**src/rtl/loop_sequencer_if.sv**
```systemverilog
// Handshake bundle between the round-loop sequencer, its controller,
// the round engine and the loop-limit checker.
interface loop_sequencer_if #(
    parameter int WIDTH = 16
);
    logic             start;
    logic [WIDTH-1:0] rounds;
    logic             abort;
    logic             step;
    logic             fail;
    logic [WIDTH-1:0] current_loop_actualize;
    logic [WIDTH-1:0] current_loop;
    logic             stop;
    logic             round_req;
    logic             busy;
    logic             done;
    logic             aborted;

    modport master (
        output start, rounds, abort, step, fail, current_loop_actualize,
        input  current_loop, stop, round_req, busy, done, aborted
    );

    modport slave (
        input  start, rounds, abort, step, fail, current_loop_actualize,
        output current_loop, stop, round_req, busy, done, aborted
    );
endinterface

```
**src/rtl/loop_sequencer.sv**
```systemverilog
// Round-loop sequencer: issues one round request at a time, counts
// completed rounds against a clamped target, and halts on completion,
// checker fail or external abort. All outputs are registered.
module loop_sequencer #(
    parameter int WIDTH      = 16,
    parameter int MAX_ROUNDS = 8000
) (
    input  logic             clk,
    input  logic             reset,
    loop_sequencer_if.slave  bus
);
    localparam logic [WIDTH-1:0] MAX_W = WIDTH'(MAX_ROUNDS);

    typedef enum logic [1:0] {
        IDLE,
        ISSUE,
        WAIT
    } state_t;

    state_t           state;
    logic [WIDTH-1:0] target;
    logic [WIDTH-1:0] next_loop;

    // Candidate count after the current round completes.
    always_comb begin
        next_loop = bus.current_loop + WIDTH'(1);
    end

    // Sequencer FSM with all outputs registered; fail beats abort beats step.
    always_ff @(posedge clk or negedge reset) begin
        if (!reset) begin
            state            <= IDLE;
            target           <= '0;
            bus.current_loop <= '0;
            bus.stop         <= 1'b1;
            bus.round_req    <= 1'b0;
            bus.busy         <= 1'b0;
            bus.done         <= 1'b0;
            bus.aborted      <= 1'b0;
        end else begin
            bus.round_req <= 1'b0;
            bus.done      <= 1'b0;
            case (state)
                IDLE: begin
                    if (bus.start) begin
                        bus.aborted <= 1'b0;
                        if (bus.rounds == '0) begin
                            bus.done <= 1'b1;
                        end else begin
                            target           <= (bus.rounds > MAX_W) ? MAX_W : bus.rounds;
                            bus.current_loop <= '0;
                            bus.stop         <= 1'b0;
                            bus.busy         <= 1'b1;
                            bus.round_req    <= 1'b1;
                            state            <= ISSUE;
                        end
                    end
                end
                ISSUE, WAIT: begin
                    if (bus.fail) begin
                        bus.current_loop <= bus.current_loop_actualize;
                        bus.stop         <= 1'b1;
                        bus.aborted      <= 1'b1;
                        bus.busy         <= 1'b0;
                        state            <= IDLE;
                    end else if (bus.abort) begin
                        bus.stop    <= 1'b1;
                        bus.aborted <= 1'b1;
                        bus.busy    <= 1'b0;
                        state       <= IDLE;
                    end else if (state == ISSUE) begin
                        state <= WAIT;
                    end else if (bus.step) begin
                        bus.current_loop <= next_loop;
                        if (next_loop == target) begin
                            bus.stop <= 1'b1;
                            bus.done <= 1'b1;
                            bus.busy <= 1'b0;
                            state    <= IDLE;
                        end else begin
                            bus.round_req <= 1'b1;
                            state         <= ISSUE;
                        end
                    end
                end
                default: state <= IDLE;
            endcase
        end
    end
endmodule

```
**src/flat_wrapper.sv**
```systemverilog
// flat-port wrapper written by rule: the top's interface ports become plain ports
module loop_sequencer_flat 
#(
    parameter int WIDTH      = 16,
    parameter int MAX_ROUNDS = 8000
)
  (clk, reset, bus_start, bus_rounds, bus_abort, bus_step, bus_fail, bus_current_loop_actualize, bus_current_loop, bus_stop, bus_round_req, bus_busy, bus_done, bus_aborted);
  loop_sequencer_if #(.WIDTH(WIDTH)) bus_i ();
  input  logic clk;
  input  logic reset;
  input wire logic [$bits(bus_i.start)-1:0] bus_start;
  input wire logic [$bits(bus_i.rounds)-1:0] bus_rounds;
  input wire logic [$bits(bus_i.abort)-1:0] bus_abort;
  input wire logic [$bits(bus_i.step)-1:0] bus_step;
  input wire logic [$bits(bus_i.fail)-1:0] bus_fail;
  input wire logic [$bits(bus_i.current_loop_actualize)-1:0] bus_current_loop_actualize;
  output wire logic [$bits(bus_i.current_loop)-1:0] bus_current_loop;
  output wire logic [$bits(bus_i.stop)-1:0] bus_stop;
  output wire logic [$bits(bus_i.round_req)-1:0] bus_round_req;
  output wire logic [$bits(bus_i.busy)-1:0] bus_busy;
  output wire logic [$bits(bus_i.done)-1:0] bus_done;
  output wire logic [$bits(bus_i.aborted)-1:0] bus_aborted;
  assign bus_i.start = bus_start;
  assign bus_i.rounds = bus_rounds;
  assign bus_i.abort = bus_abort;
  assign bus_i.step = bus_step;
  assign bus_i.fail = bus_fail;
  assign bus_i.current_loop_actualize = bus_current_loop_actualize;
  assign bus_current_loop = bus_i.current_loop;
  assign bus_stop = bus_i.stop;
  assign bus_round_req = bus_i.round_req;
  assign bus_busy = bus_i.busy;
  assign bus_done = bus_i.done;
  assign bus_aborted = bus_i.aborted;
  loop_sequencer #(.WIDTH(WIDTH), .MAX_ROUNDS(MAX_ROUNDS)) u_core (.clk(clk), .reset(reset), .bus(bus_i));
endmodule
```
**config.mk**
```make
export PLATFORM = sky130hd
export DESIGN_NAME = loop_sequencer_flat
export DESIGN_NICKNAME = d
export VERILOG_FILES = /design/src/rtl/loop_sequencer_if.sv /design/src/rtl/loop_sequencer.sv /design/src/flat_wrapper.sv
export SDC_FILE = /design/constraint.sdc
export NUM_CORES = 1
export LEC_CHECK = 0
export BUFFER_PORTS_ARGS = -buffer_cell sky130_fd_sc_hd__buf_2
export CAP_MARGIN = 0
export CORE_MARGIN = 5
export CORE_UTILIZATION = 58
export DETAILED_ROUTE_END_ITERATION = 6
export PLACE_DENSITY = 0.92
export SYNTH_ARGS = -nofsm -noshare
export SYNTH_HDL_FRONTEND = slang
export SYNTH_SLANG_ARGS = --single-unit
```
**constraint.sdc**
```tcl
create_clock -name clk -period 6.4 [get_ports clk]
set_clock_uncertainty 0.15 [all_clocks]
set_input_delay 0.96 -clock clk [delete_from_list [all_inputs] [get_ports clk]]
set_output_delay 0.96 -clock clk [all_outputs]
set_load 0.02 [all_outputs]
```
==> results.md, run 1 <==
- Post-route setup TNS: 0 ns
- Detailed Route Iter0 Violations: between 150 and 200
- Antenna violations before repair: 0
- Number of synthesized flops with an enable pin: 0
- Top fanout value on the critical path: 19
- Layout cell share with drive strength beyond 1: 23.2%
- Final setup vio count: 0
- Total detailed-routing wirelength: 6.34 mm
- Mapped Cells: 287
- Via count of the first global-routing pass: roughly 2.4k
- Fillers: ~350
- VDD IR max: 0.000203 V
- Clock root buffer: sky130_fd_sc_hd__clkbuf_8
- Vias per cell: 6.23
- Port bufs: 58
- Post-route fraction of the period consumed by the critical path: between 50% and 60%
- Hold WC Path Type: reg2reg
- Floorplan die area: roughly 5900 um^2
- Count of unresolved DRC violations after routing: 0
- Sw frac: between 40% and 50%
- TritonCTS clock tree: built
- Arrival time at the worst endpoint: ~3.3 ns
- Register-to-register setup slack: 3.35 ns
- Worst Max-Slew Pin Slew: 0.871 ns
- Sequential fraction of the synthesis area: between 30 and 40%
- Result of the run: finished clean
- Worst R2R End: u_core.state[0]
- Worst hold slack: about 0.37 ns
- Max Clock Freq: 303 MHz
- Headroom to the max-slew limit: around two fifths
- Share of flip-flops with an asynchronous set or reset: between 90% and 100%
- Worst-case clock buffer depth: 2
- Synth Flop Type: sky130_fd_sc_hd__dfrtp_1
- Final number of hold-violating endpoints: 0
- Switching power summed over all nets: ~0.00055 W
- Die width: roughly 77 um
- Instance count after placement with tap cells included: 380
- Count of nets left with antenna violations after detail routing: 0
- H-tree depth reported by CTS: 2
- # diodes: 0
- Reg clk slew, reported paths: around 0.070 ns
- # resized after CTS: 0
- Max-cap check violation count: 0
- Iteration count of the initial detailed-routing pass: 5
- Crit start category: input port
- Leakage power summed over all cells: approximately 1.3 nW
- Effective utilization at floorplan: between 50% and 60%
- Count of state elements after synthesis: 39
- Number of buffers inserted by post-CTS setup repair: 0
- Final Max Slew Viols: 0
- RSZ-0062 raised after global routing: false
- Area growth from synthesis to layout: 13.9%
- Clock latency of the later-clocked register in the worst-skew pair: 0.30 ns
- Cell area after technology mapping: between 2000 and 3000 um^2
- Number of distinct library cell variants in the gate-level netlist after synthesis: 50
- Global placement routability congestion: between 0.8 and 0.9
- YS warnings: 0
- Largest net degree at the start of global routing: 40
- Worst endpoint required time: 6.42 ns
- Portion of total power attributed to sequential cells: between 30 and 40%
- Layout Utilization: between 60% and 70%
- Hold EP: u_core.bus.stop
- Total number of placement rows: 24
- Routed len/inst: 16.4 um
- Cts bufs inserted: 5
- Hold-fix buffer count after cts: 0
- Post-layout instance area: 2930 um^2
- Overall fraction of global-route tracks in use: 22.5%
- Clk pwr share: 13.7%
- Die boundary height: ~77 um
- I/O Pins: 59
- Number of clock sinks: 39
- Syn avg cell area: 8.96 um^2
- Capturing element type of the critical path: register
- Layout Nets: 378
- Placeable core region: around 4300 um^2
- Power density over cell area: roughly 400 nW/um^2
- Tmin final: ~3.3 ns
- Layout Cells excl Fill: slightly below 400
- Placed cell area: roughly 2800 um^2
- DPL Wire Length: ~4.8 mm
- Hold Crit Start: u_core.bus.stop
- Total overflow reported by the global router: 0
- Post-synthesis net count: 330
- Wire length of the first global-routing pass: approximately 11 mm
- Via Count: about 2.4k
- Worst r2r src: u_core.bus.current_loop[2]
- Crit Path Class: in2reg
- Number of cells on the worst reg-to-reg path: 6
- Hold Path Cell Cnt: 2
- Combinational power share: a little under half
- Cell-internal power: 0.000627 W
cell families after synthesis:
| logic type | synth area share, % |
|---|---|
| xor gates and xnor gates | 9.53 |
| adders and majority gates | 2.43 |
| buffers and inverters | 4.23 |
| and+or+nand+nor | 23.6 |
| DFF | 38.0 |
| muxes | 1.17 |
| AOI/OAI and AO/OA | 21.0 |
cells in the final DEF, fill, tap and decap left out, types with 5 or more instances in the layout:
cell / instances
sky130_fd_sc_hd__nor3_1: 10
sky130_fd_sc_hd__xor2_1: 6
sky130_fd_sc_hd__o21ai_1: 26
sky130_fd_sc_hd__a21oi_1: 15
sky130_fd_sc_hd__a22oi_1: 7
sky130_fd_sc_hd__nand2_1: 19
sky130_fd_sc_hd__clkbuf_8: 5
sky130_fd_sc_hd__inv_1: 8
sky130_fd_sc_hd__xnor2_1: 22
sky130_fd_sc_hd__nand3_1: 8
sky130_fd_sc_hd__nor4_1: 8
sky130_fd_sc_hd__a22o_1: 7
sky130_fd_sc_hd__buf_2: 58
sky130_fd_sc_hd__o22a_1: 5
sky130_fd_sc_hd__dfrtp_1: 38
sky130_fd_sc_hd__nor2_1: 28
sky130_fd_sc_hd__or3_1: 5
sky130_fd_sc_hd__ha_1: 5
power groups by stage:
| stage | clock (W) | combinational, W | sequential (W) |
|---|---|---|---|
| 3_5_place_dp | 0 | 0.000557 | 0.000455 |
| 6_report | 0.000161 | 0.000560 | 0.000452 |
| 3_3_place_gp | 0 | 0.000537 | 0.000449 |
| 2_1_floorplan | 0 | 0.000363 | 0.000483 |
| 5_1_grt | 0.000177 | 0.000614 | 0.000467 |
| 4_1_cts | 0.000165 | 0.000559 | 0.000450 |
cells in the mapped netlist (6+ instances only):
cell type,n,area share [%]
sky130_fd_sc_hd__a22o_1,7,2.4
sky130_fd_sc_hd__nor3_1,10,1.9
sky130_fd_sc_hd__dfrtp_1,38,37
sky130_fd_sc_hd__nand3_1,8,1.6
sky130_fd_sc_hd__xor2_1,6,2.0
sky130_fd_sc_hd__a22oi_1,7,2.0
sky130_fd_sc_hd__nor2_1,28,4.1
sky130_fd_sc_hd__clkbuf_1,10,1.5
sky130_fd_sc_hd__a21oi_1,15,2.9
sky130_fd_sc_hd__buf_2,6,1.2
sky130_fd_sc_hd__inv_1,8,1.2
sky130_fd_sc_hd__nand2_1,19,2.8
sky130_fd_sc_hd__nor4_1,8,1.9
sky130_fd_sc_hd__xnor2_1,22,7.5
sky130_fd_sc_hd__o21ai_1,26,5.1
registers in the layout (all words and copies together), names as in the netlist:
register                 count
u_core.bus.done              1
u_core.bus.round_req         1
u_core.state                 2
u_core.bus.busy              1
u_core.target               16
u_core.bus.current_loop     16
u_core.bus.stop              1
u_core.bus.aborted           1
worst max-delay path, stage by stage:
cell,delay (ns)
sky130_fd_sc_hd__buf_2,0.11
sky130_fd_sc_hd__nor4_1,0.36
sky130_fd_sc_hd__nand4_1,0.25
sky130_fd_sc_hd__o311ai_4,0.65
sky130_fd_sc_hd__a22o_2,0.48
sky130_fd_sc_hd__or2_2,0.36
sky130_fd_sc_hd__o22ai_1,0.14
layer usage:
metal	GRT usage (%)	vias to the layer above	wire length, um
met1	28.7	1171	2700
met5	0	-	0
met3	5.08	8	434
met2	37.5	94	3130
met4	7.34	0	86
li1	-	1143	-
layout make-up:
class | count | area (um^2) | area share [%]
clock buffers | 7 | 76.3 | 2.60
well taps | 52 | 65.1 | 2.22
inverters | 8 | 30.0 | 1.02
multi-input cells | 223 | 1490 | 50.7
clock inverters | 1 | 5.00 | 0.171
flip-flops and latches | 39 | 977 | 33.3
repair buffers | 58 | 290 | 9.91
worst max-delay path by stage:
stage	startpoint	to	slack, ns
floorplan	bus_rounds[15]	u_core.bus.current_loop[6]	3.52
global placement	bus_rounds[1]	u_core.bus.current_loop[11]	2.83
detailed placement	bus_rounds[1]	u_core.bus.current_loop[11]	2.80
CTS	bus_rounds[1]	u_core.bus.current_loop[11]	3.11
global route	bus_rounds[1]	u_core.bus.current_loop[6]	2.84
finish	bus_rounds[1]	u_core.bus.current_loop[11]	3.10
stage by stage:
| step | setup WS, ns | power [W] |
|---|---|---|
| 2_1_floorplan | 3.52 | 0.000846 |
| 3_3_place_gp | 2.83 | 0.000986 |
| 3_5_place_dp | 2.80 | 0.00101 |
| 4_1_cts | 3.11 | 0.00117 |
| 5_1_grt | 2.84 | 0.00126 |
| 6_report | 3.10 | 0.00117 |
(Power assumes the default switching activity.)
==> run 2: changes to the inputs <==
--- a/config.mk
+++ b/config.mk
@@ -8,9 +8,9 @@
 export BUFFER_PORTS_ARGS = -buffer_cell sky130_fd_sc_hd__buf_2
 export CAP_MARGIN = 0
 export CORE_MARGIN = 5
-export CORE_UTILIZATION = 58
+export CORE_UTILIZATION = 54
 export DETAILED_ROUTE_END_ITERATION = 6
-export PLACE_DENSITY = 0.92
+export PLACE_DENSITY = 0.87
 export SYNTH_ARGS = -nofsm -noshare
 export SYNTH_HDL_FRONTEND = slang
 export SYNTH_SLANG_ARGS = --single-unit
==> constraint.sdc (replaced) <==
create_clock -name clk -period 3.1 [get_ports clk]
set_clock_uncertainty 0.15 [all_clocks]
set_input_delay 0.465 -clock clk [delete_from_list [all_inputs] [get_ports clk]]
set_output_delay 0.465 -clock clk [all_outputs]
set_load 0.02 [all_outputs]
==> run 2 against run 1 <==
  * Sequential share of layout area is 0.79 points lower
  * Power is 120% higher
  * Clock-buffer cell count is 2 lower
  * Setup slack worse by 2.7 ns
  * Sequential power is 110% higher
  * Flip-flop and latch count stayed put
==> results.md, run 2 (same netlist as run 1, synthesis figures left out) <==
- Area used by multi-input combinational logic: 1490 um^2 (unchanged)
- Count of unresolved DRC violations after routing: 0 (unchanged)
- Max Clock Freq: 371 MHz
- Post-route fraction of the period consumed by the critical path: between 80 and 90%
- Placeable core region: 4660 um^2 (+7.8%)
- Reg clk slew, reported paths: 0.08 ns (about the same)
- Worst Max-Slew Pin Slew: 0.872 ns (+0.000316 ns)
- Tmin final: between 2 and 3 ns
- I/O Pins: 59 (unchanged)
- Post-layout instance area: 3000 um^2 (+2.4%)
- Headroom to the max-slew limit: 41.9% (about the same)
- Crit start category: register
- VDD IR max: 0.000484 V (+140%)
- Layout Nets: 383 (+1.3%)
- Register area: 977 um^2 (unchanged)
- Overall fraction of global-route tracks in use: 22.3% (-0.15 points)
- Port bufs: 58 (unchanged)
- Placed cell area: 2890 um^2 (+1.4%)
- TritonCTS clock tree: built
- RSZ-0062 raised after global routing: false
- Worst endpoint required time: 3.14 ns (-3.28 ns)
- Total detailed-routing wirelength: 6.60 mm (+4.1%)
- Detailed Route Iter0 Violations: 220 (+25%)
- Die boundary height: 79.0 um (+3.2%)
- Number of clock sinks: 39 (unchanged)
- Leakage power summed over all cells: 1.34 nW (+2.9%)
- Capturing element type of the critical path: register
- Hold-fix buffer count after cts: 0 (unchanged)
- Result of the run: finished clean
- Most frequent cells in the layout: 58 x sky130_fd_sc_hd__buf_2, 38 x sky130_fd_sc_hd__dfrtp_1, 28 x sky130_fd_sc_hd__nor2_1
- Effective utilization at floorplan: 55.2% (-4.3 points)
- # diodes: 0 (unchanged)
- Max-cap check violation count: 0 (unchanged)
- Number of buffers inserted by post-CTS setup repair: 0 (unchanged)
- Via Count: 2396 (-0.83%)
- Clock root buffer: sky130_fd_sc_hd__clkbuf_8
- Register-to-register setup slack: 0.40 ns (-2.95 ns)
- Cts bufs inserted: 5 (unchanged)
- # resized after CTS: 0 (unchanged)
- Fillers: 385 (+9.7%)
- Post-route setup TNS: 0 ns (unchanged)
- Worst-case clock buffer depth: 2 (unchanged)
- Count of nets left with antenna violations after detail routing: 0 (unchanged)
- Floorplan die area: 6240 um^2 (+6.4%)
- Power density over cell area: 850 nW/um^2 (+110%)
- Via count of the first global-routing pass: 2261 (-3.9%)
- Largest net degree at the start of global routing: 40 (unchanged)
- Top fanout value on the critical path: 8 (-11)
- Final setup vio count: 0 (unchanged)
- Final number of hold-violating endpoints: 0 (unchanged)
- Worst r2r src: u_core.bus.current_loop[0]
- Area growth from synthesis to layout: 16.7%
- Routed len/inst: 16.7 um (+2.2%)
- DPL Wire Length: 4.78 mm (+0.41%)
- Arrival time at the worst endpoint: 2.73 ns (-0.60 ns)
- Crit Path Class: reg2reg
- Total overflow reported by the global router: 0 (unchanged)
- Layout cell share with drive strength beyond 1: 24.9% (+1.7 points)
- Wire length of the first global-routing pass: 10.9 mm (-0.44%)
- Leading cell type in the layout, fill and taps excluded: sky130_fd_sc_hd__buf_2
- H-tree depth reported by CTS: 2 (unchanged)
- Global placement routability congestion: 0.865 (+4.3%)
- Vias per cell: 6.07 (-2.6%)
- Worst R2R End: u_core.state[0]
- Clock latency of the later-clocked register in the worst-skew pair: 0.30 ns (about the same)
- Die width: 79.0 um (+3.2%)
- Number of cells on the worst reg-to-reg path: 7 (+1)
- Iteration count of the initial detailed-routing pass: 4 (-1)
- Biggest regs: u_core.bus.current_loop x16, u_core.target x16, u_core.state x2
- Antenna violations before repair: 0 (unchanged)
- Total number of placement rows: 25 (+4.2%)
- Hold WC Path Type: in2async
- Final Max Slew Viols: 0 (unchanged)
run 2: power breakdown:
| group | switching (W) | total [W] | internal, W |
|---|---|---|---|
| Combinational | 0.000707 | 0.00119 | 0.000484 |
| Sequential | 0.000260 | 0.000930 | 0.000671 |
| Clock | 0.000190 | 0.000429 | 0.000240 |
run 2: cell type report:
cell class | instances | share of cell area [%]
sequential | 39 | 32.6
multi-input combinational | 223 | 49.5
inverter | 8 | 1.00
clock buffer | 5 | 2.29
timing repair buffer | 63 | 10.9
clock inverter | 3 | 1.46
tap | 54 | 2.25
run 2: routing by layer:
layer / global-route usage (%) / share of wire (%)
met3: 5.10 / 7.5
met4: 10.1 / 2.5
met1: 29.5 / 42
met2: 34.8 / 48
met5: 0 / 0
run 2: worst max path at each step:
stage | start | endpoint | depth (start not counted)
after floorplan | u_core.bus.current_loop[0] | u_core.state[0] | 8
after global placement | u_core.bus.current_loop[0] | u_core.state[0] | 7
after detailed placement | u_core.bus.current_loop[0] | u_core.state[0] | 7
after CTS | u_core.bus.current_loop[0] | u_core.state[0] | 7
after global routing | u_core.bus.current_loop[0] | u_core.state[0] | 7
final | u_core.bus.current_loop[0] | u_core.state[0] | 7
run 2: per-stage QoR:
stage	instances	setup WS, ns	hold slack, ns	utilization [%]	power [W]
CTS	395	0.407	0.151	64.4	0.00255
global placement	387	0.532	0.344	62.0	0.00207
finish	395	0.402	0.123	64.4	0.00255
global route	395	0.239	0.201	64.4	0.00272
floorplan	287	0.595	0.0194	-	0.00175
detailed placement	387	0.420	0.352	62.0	0.00210
run 2: critical path, stage by stage (launching register included):
cell                      delay (ns)
sky130_fd_sc_hd__dfrtp_1        0.49
sky130_fd_sc_hd__ha_1           0.35
sky130_fd_sc_hd__nand2_1        0.22
sky130_fd_sc_hd__nor4_4         0.38
sky130_fd_sc_hd__xnor2_1        0.13
sky130_fd_sc_hd__nor4_2         0.30
sky130_fd_sc_hd__nand4_2        0.21
sky130_fd_sc_hd__a221o_1        0.36
==> run 3: changes to the inputs <==
--- a/config.mk
+++ b/config.mk
@@ -5,6 +5,7 @@
 export SDC_FILE = /design/constraint.sdc
 export NUM_CORES = 1
 export LEC_CHECK = 0
+export ABC_CLOCK_PERIOD_IN_PS = 3100
 export BUFFER_PORTS_ARGS = -buffer_cell sky130_fd_sc_hd__buf_2
 export CAP_MARGIN = 0
 export CORE_MARGIN = 5
==> constraint.sdc (replaced) <==
create_clock -name clk -period 3.1 [get_ports clk]
set_clock_uncertainty 0.15 [all_clocks]
set_input_delay 0.93 -clock clk [delete_from_list [all_inputs] [get_ports clk]]
set_output_delay 0.93 -clock clk [all_outputs]
set_load 0.02 [all_outputs]
==> run 3 against run 2 <==
  * Setup slack gained 0.039 ns
  * Power increased by 0.65%
  * Clock power up 1%
  * Core utilization up 0.91 points
  * Critical path depth grew 1
==> results.md, run 3 (same netlist as run 1, synthesis figures left out) <==
- CP endpoint: u_core.bus.busy
- Placed cell area: 2930 um^2 (+1.5%)
- Clock root buffer: sky130_fd_sc_hd__clkbuf_8
- Final Max Slew Viols: 0 (unchanged)
- Cells traversed along the worst timing path: buf_2 > nor4_1 > nand4_1 > o311ai_4 > buf_12 > a21o_1 > a21oi_1 > a211o_1
- RSZ-0062 raised after global routing: false
- VDD IR max: 0.000430 V (-11%)
- Detailed Route Iter0 Violations: 195 (-11%)
- Hold Path Cell Cnt: 1
- Iteration count of the initial detailed-routing pass: 5 (+1)
- Placeable core region: 4660 um^2 (unchanged)
- Final setup margin: 0.441 ns (+0.0387 ns)
- Register-to-register setup slack: 0.48 ns (+0.08 ns)
- Number of buffers inserted by post-CTS setup repair: 0 (unchanged)
- Worst R2R End: u_core.state[0]
- Total overflow reported by the global router: 0 (unchanged)
- Slowest cell delay on critical path: 0.41 ns (-0.08 ns)
- Cts bufs inserted: 5 (unchanged)
- Count of unresolved DRC violations after routing: 0 (unchanged)
- Count of nets left with antenna violations after detail routing: 0 (unchanged)
- Top fanout value on the critical path: 18 (+10)
- Floorplan die area: 6240 um^2 (unchanged)
- Area growth from synthesis to layout: 18.3%
- Worst r2r src: u_core.bus.current_loop[0]
- Worst hold slack: 0.365 ns (+0.242 ns)
- Post-layout instance area: 3040 um^2 (+1.4%)
- I/O Pins: 59 (unchanged)
- # resized after CTS: 0 (unchanged)
- Final setup vio count: 0 (unchanged)
- Vias per cell: 6.13 (+0.98%)
- Clock latency of the later-clocked register in the worst-skew pair: 0.30 ns (about the same)
- Max-cap check violation count: 0 (unchanged)
- Power density over cell area: 843 nW/um^2 (-0.76%)
- Worst-case setup slack after placement: 0.108 ns (-0.312 ns)
- Leakage power summed over all cells: 1.37 nW (+1.9%)
- Biggest regs: u_core.bus.current_loop x16, u_core.target x16, u_core.state x2
- Total detailed-routing wirelength: 6.52 mm (-1.2%)
- Post-route setup TNS: 0 ns (unchanged)
- # diodes: 0 (unchanged)
- Result of the run: finished clean
- Layout cell share with drive strength beyond 1: 25.8% (+0.87 points)
- Largest net degree at the start of global routing: 40 (unchanged)
- Hold-fix buffer count after cts: 0 (unchanged)
- DPL Wire Length: 4.84 mm (+1.4%)
- Effective utilization at floorplan: 55.2% (unchanged)
- Area used by multi-input combinational logic: 1490 um^2 (unchanged)
- Hold WC Path Type: reg2reg
- Reg clk slew, reported paths: 0.08 ns (about the same)
- Capturing element type of the critical path: register
- TritonCTS clock tree: built
- Overall fraction of global-route tracks in use: 21.7% (-0.59 points)
- Crit Path Class: in2reg
- Post-route fraction of the period consumed by the critical path: 85.8% (-1.2 points)
- Global placement routability congestion: 0.861 (-0.52%)
- Total number of placement rows: 25 (unchanged)
- Post-layout total power: 0.00257 W (+0.65%)
- Wire length of the first global-routing pass: 10.8 mm (-1.3%)
- Most frequent cells in the layout: 58 x sky130_fd_sc_hd__buf_2, 38 x sky130_fd_sc_hd__dfrtp_1, 28 x sky130_fd_sc_hd__nor2_1
- Fillers: 387 (+0.52%)
- Via Count: 2444 (+2.0%)
- Routed len/inst: 16.3 um (-2.2%)
- Via count of the first global-routing pass: 2298 (+1.6%)
- CP startpoint: bus_rounds[1]
- Die width: 79.0 um (unchanged)
- Die boundary height: 79.0 um (unchanged)
- Number of cells on the worst reg-to-reg path: 8 (+1)
- H-tree depth reported by CTS: 2 (unchanged)
- Number of clock sinks: 39 (unchanged)
- Worst-case clock buffer depth: 2 (unchanged)
- Register area: 977 um^2 (unchanged)
- Port bufs: 58 (unchanged)
- Layout Nets: 387 (+1.0%)
- Worst Max-Slew Pin Slew: 0.858 ns (-0.0139 ns)
- Tmin final: 2.66 ns (-0.0387 ns)
- Arrival time at the worst endpoint: 2.69 ns (-0.04 ns)
- Leading cell type in the layout, fill and taps excluded: sky130_fd_sc_hd__buf_2
- Max Clock Freq: 376 MHz (+1.5%)
- Final number of hold-violating endpoints: 0 (unchanged)
- Worst endpoint required time: 3.14 ns (about the same)
- Crit start category: input port
- Headroom to the max-slew limit: 42.8% (+0.93 points)
- Cell type of the slowest stage on the worst timing path: sky130_fd_sc_hd__nor4_1
- Antenna violations before repair: 0 (unchanged)
==> run 3: through the flow <==
step / instances / utilization (%)
after CTS: 399 / 65.3
after global routing: 399 / 65.3
final: 399 / 65.3
after floorplan: 287 / -
after detailed placement: 391 / 62.9
after global placement: 391 / 62.9
==> run 3: final cells by class <==
type	count	area share [%]
clock inverters	3	1.44
well taps	54	2.22
flip-flops and latches	39	32.1
inverters	8	0.986
clock buffers	5	2.26
repair buffers	67	12.2
multi-input cells	223	48.8
==> run 3: metal layers <==
layer | GRT usage, % | share of wire (%)
met2 | 35.3 | 47
met1 | 28.1 | 42
met5 | 0 | 0
met4 | 8.08 | 2.0
met3 | 5.22 | 8.9
==> run 3: critical path: cells and delay by family <==
kind / cells / cell delay [ns]
buf+inv: 2 / 0.29
compound gates: 4 / 0.80
simple gates: 2 / 0.67
==> run 3: power by group <==
part           switching (W)  total (W)  internal [W]
Sequential          0.000248   0.000919      0.000671
Clock               0.000194   0.000434      0.000240
Combinational       0.000709    0.00121      0.000505
==> run 3: how the worst min path moves through the flow <==
| stage | to | slack [ns] | start |
|---|---|---|---|
| 3_5_place_dp | u_core.target[14] | 0.35 | u_core.target[14] |
| 3_3_place_gp | u_core.target[13] | 0.34 | u_core.target[13] |
| 5_1_grt | u_core.target[14] | 0.37 | u_core.target[14] |
| 4_1_cts | u_core.target[14] | 0.37 | u_core.target[14] |
| 6_report | u_core.target[14] | 0.37 | u_core.target[14] |
| 2_1_floorplan | u_core.target[13] | 0.32 | u_core.target[13] |
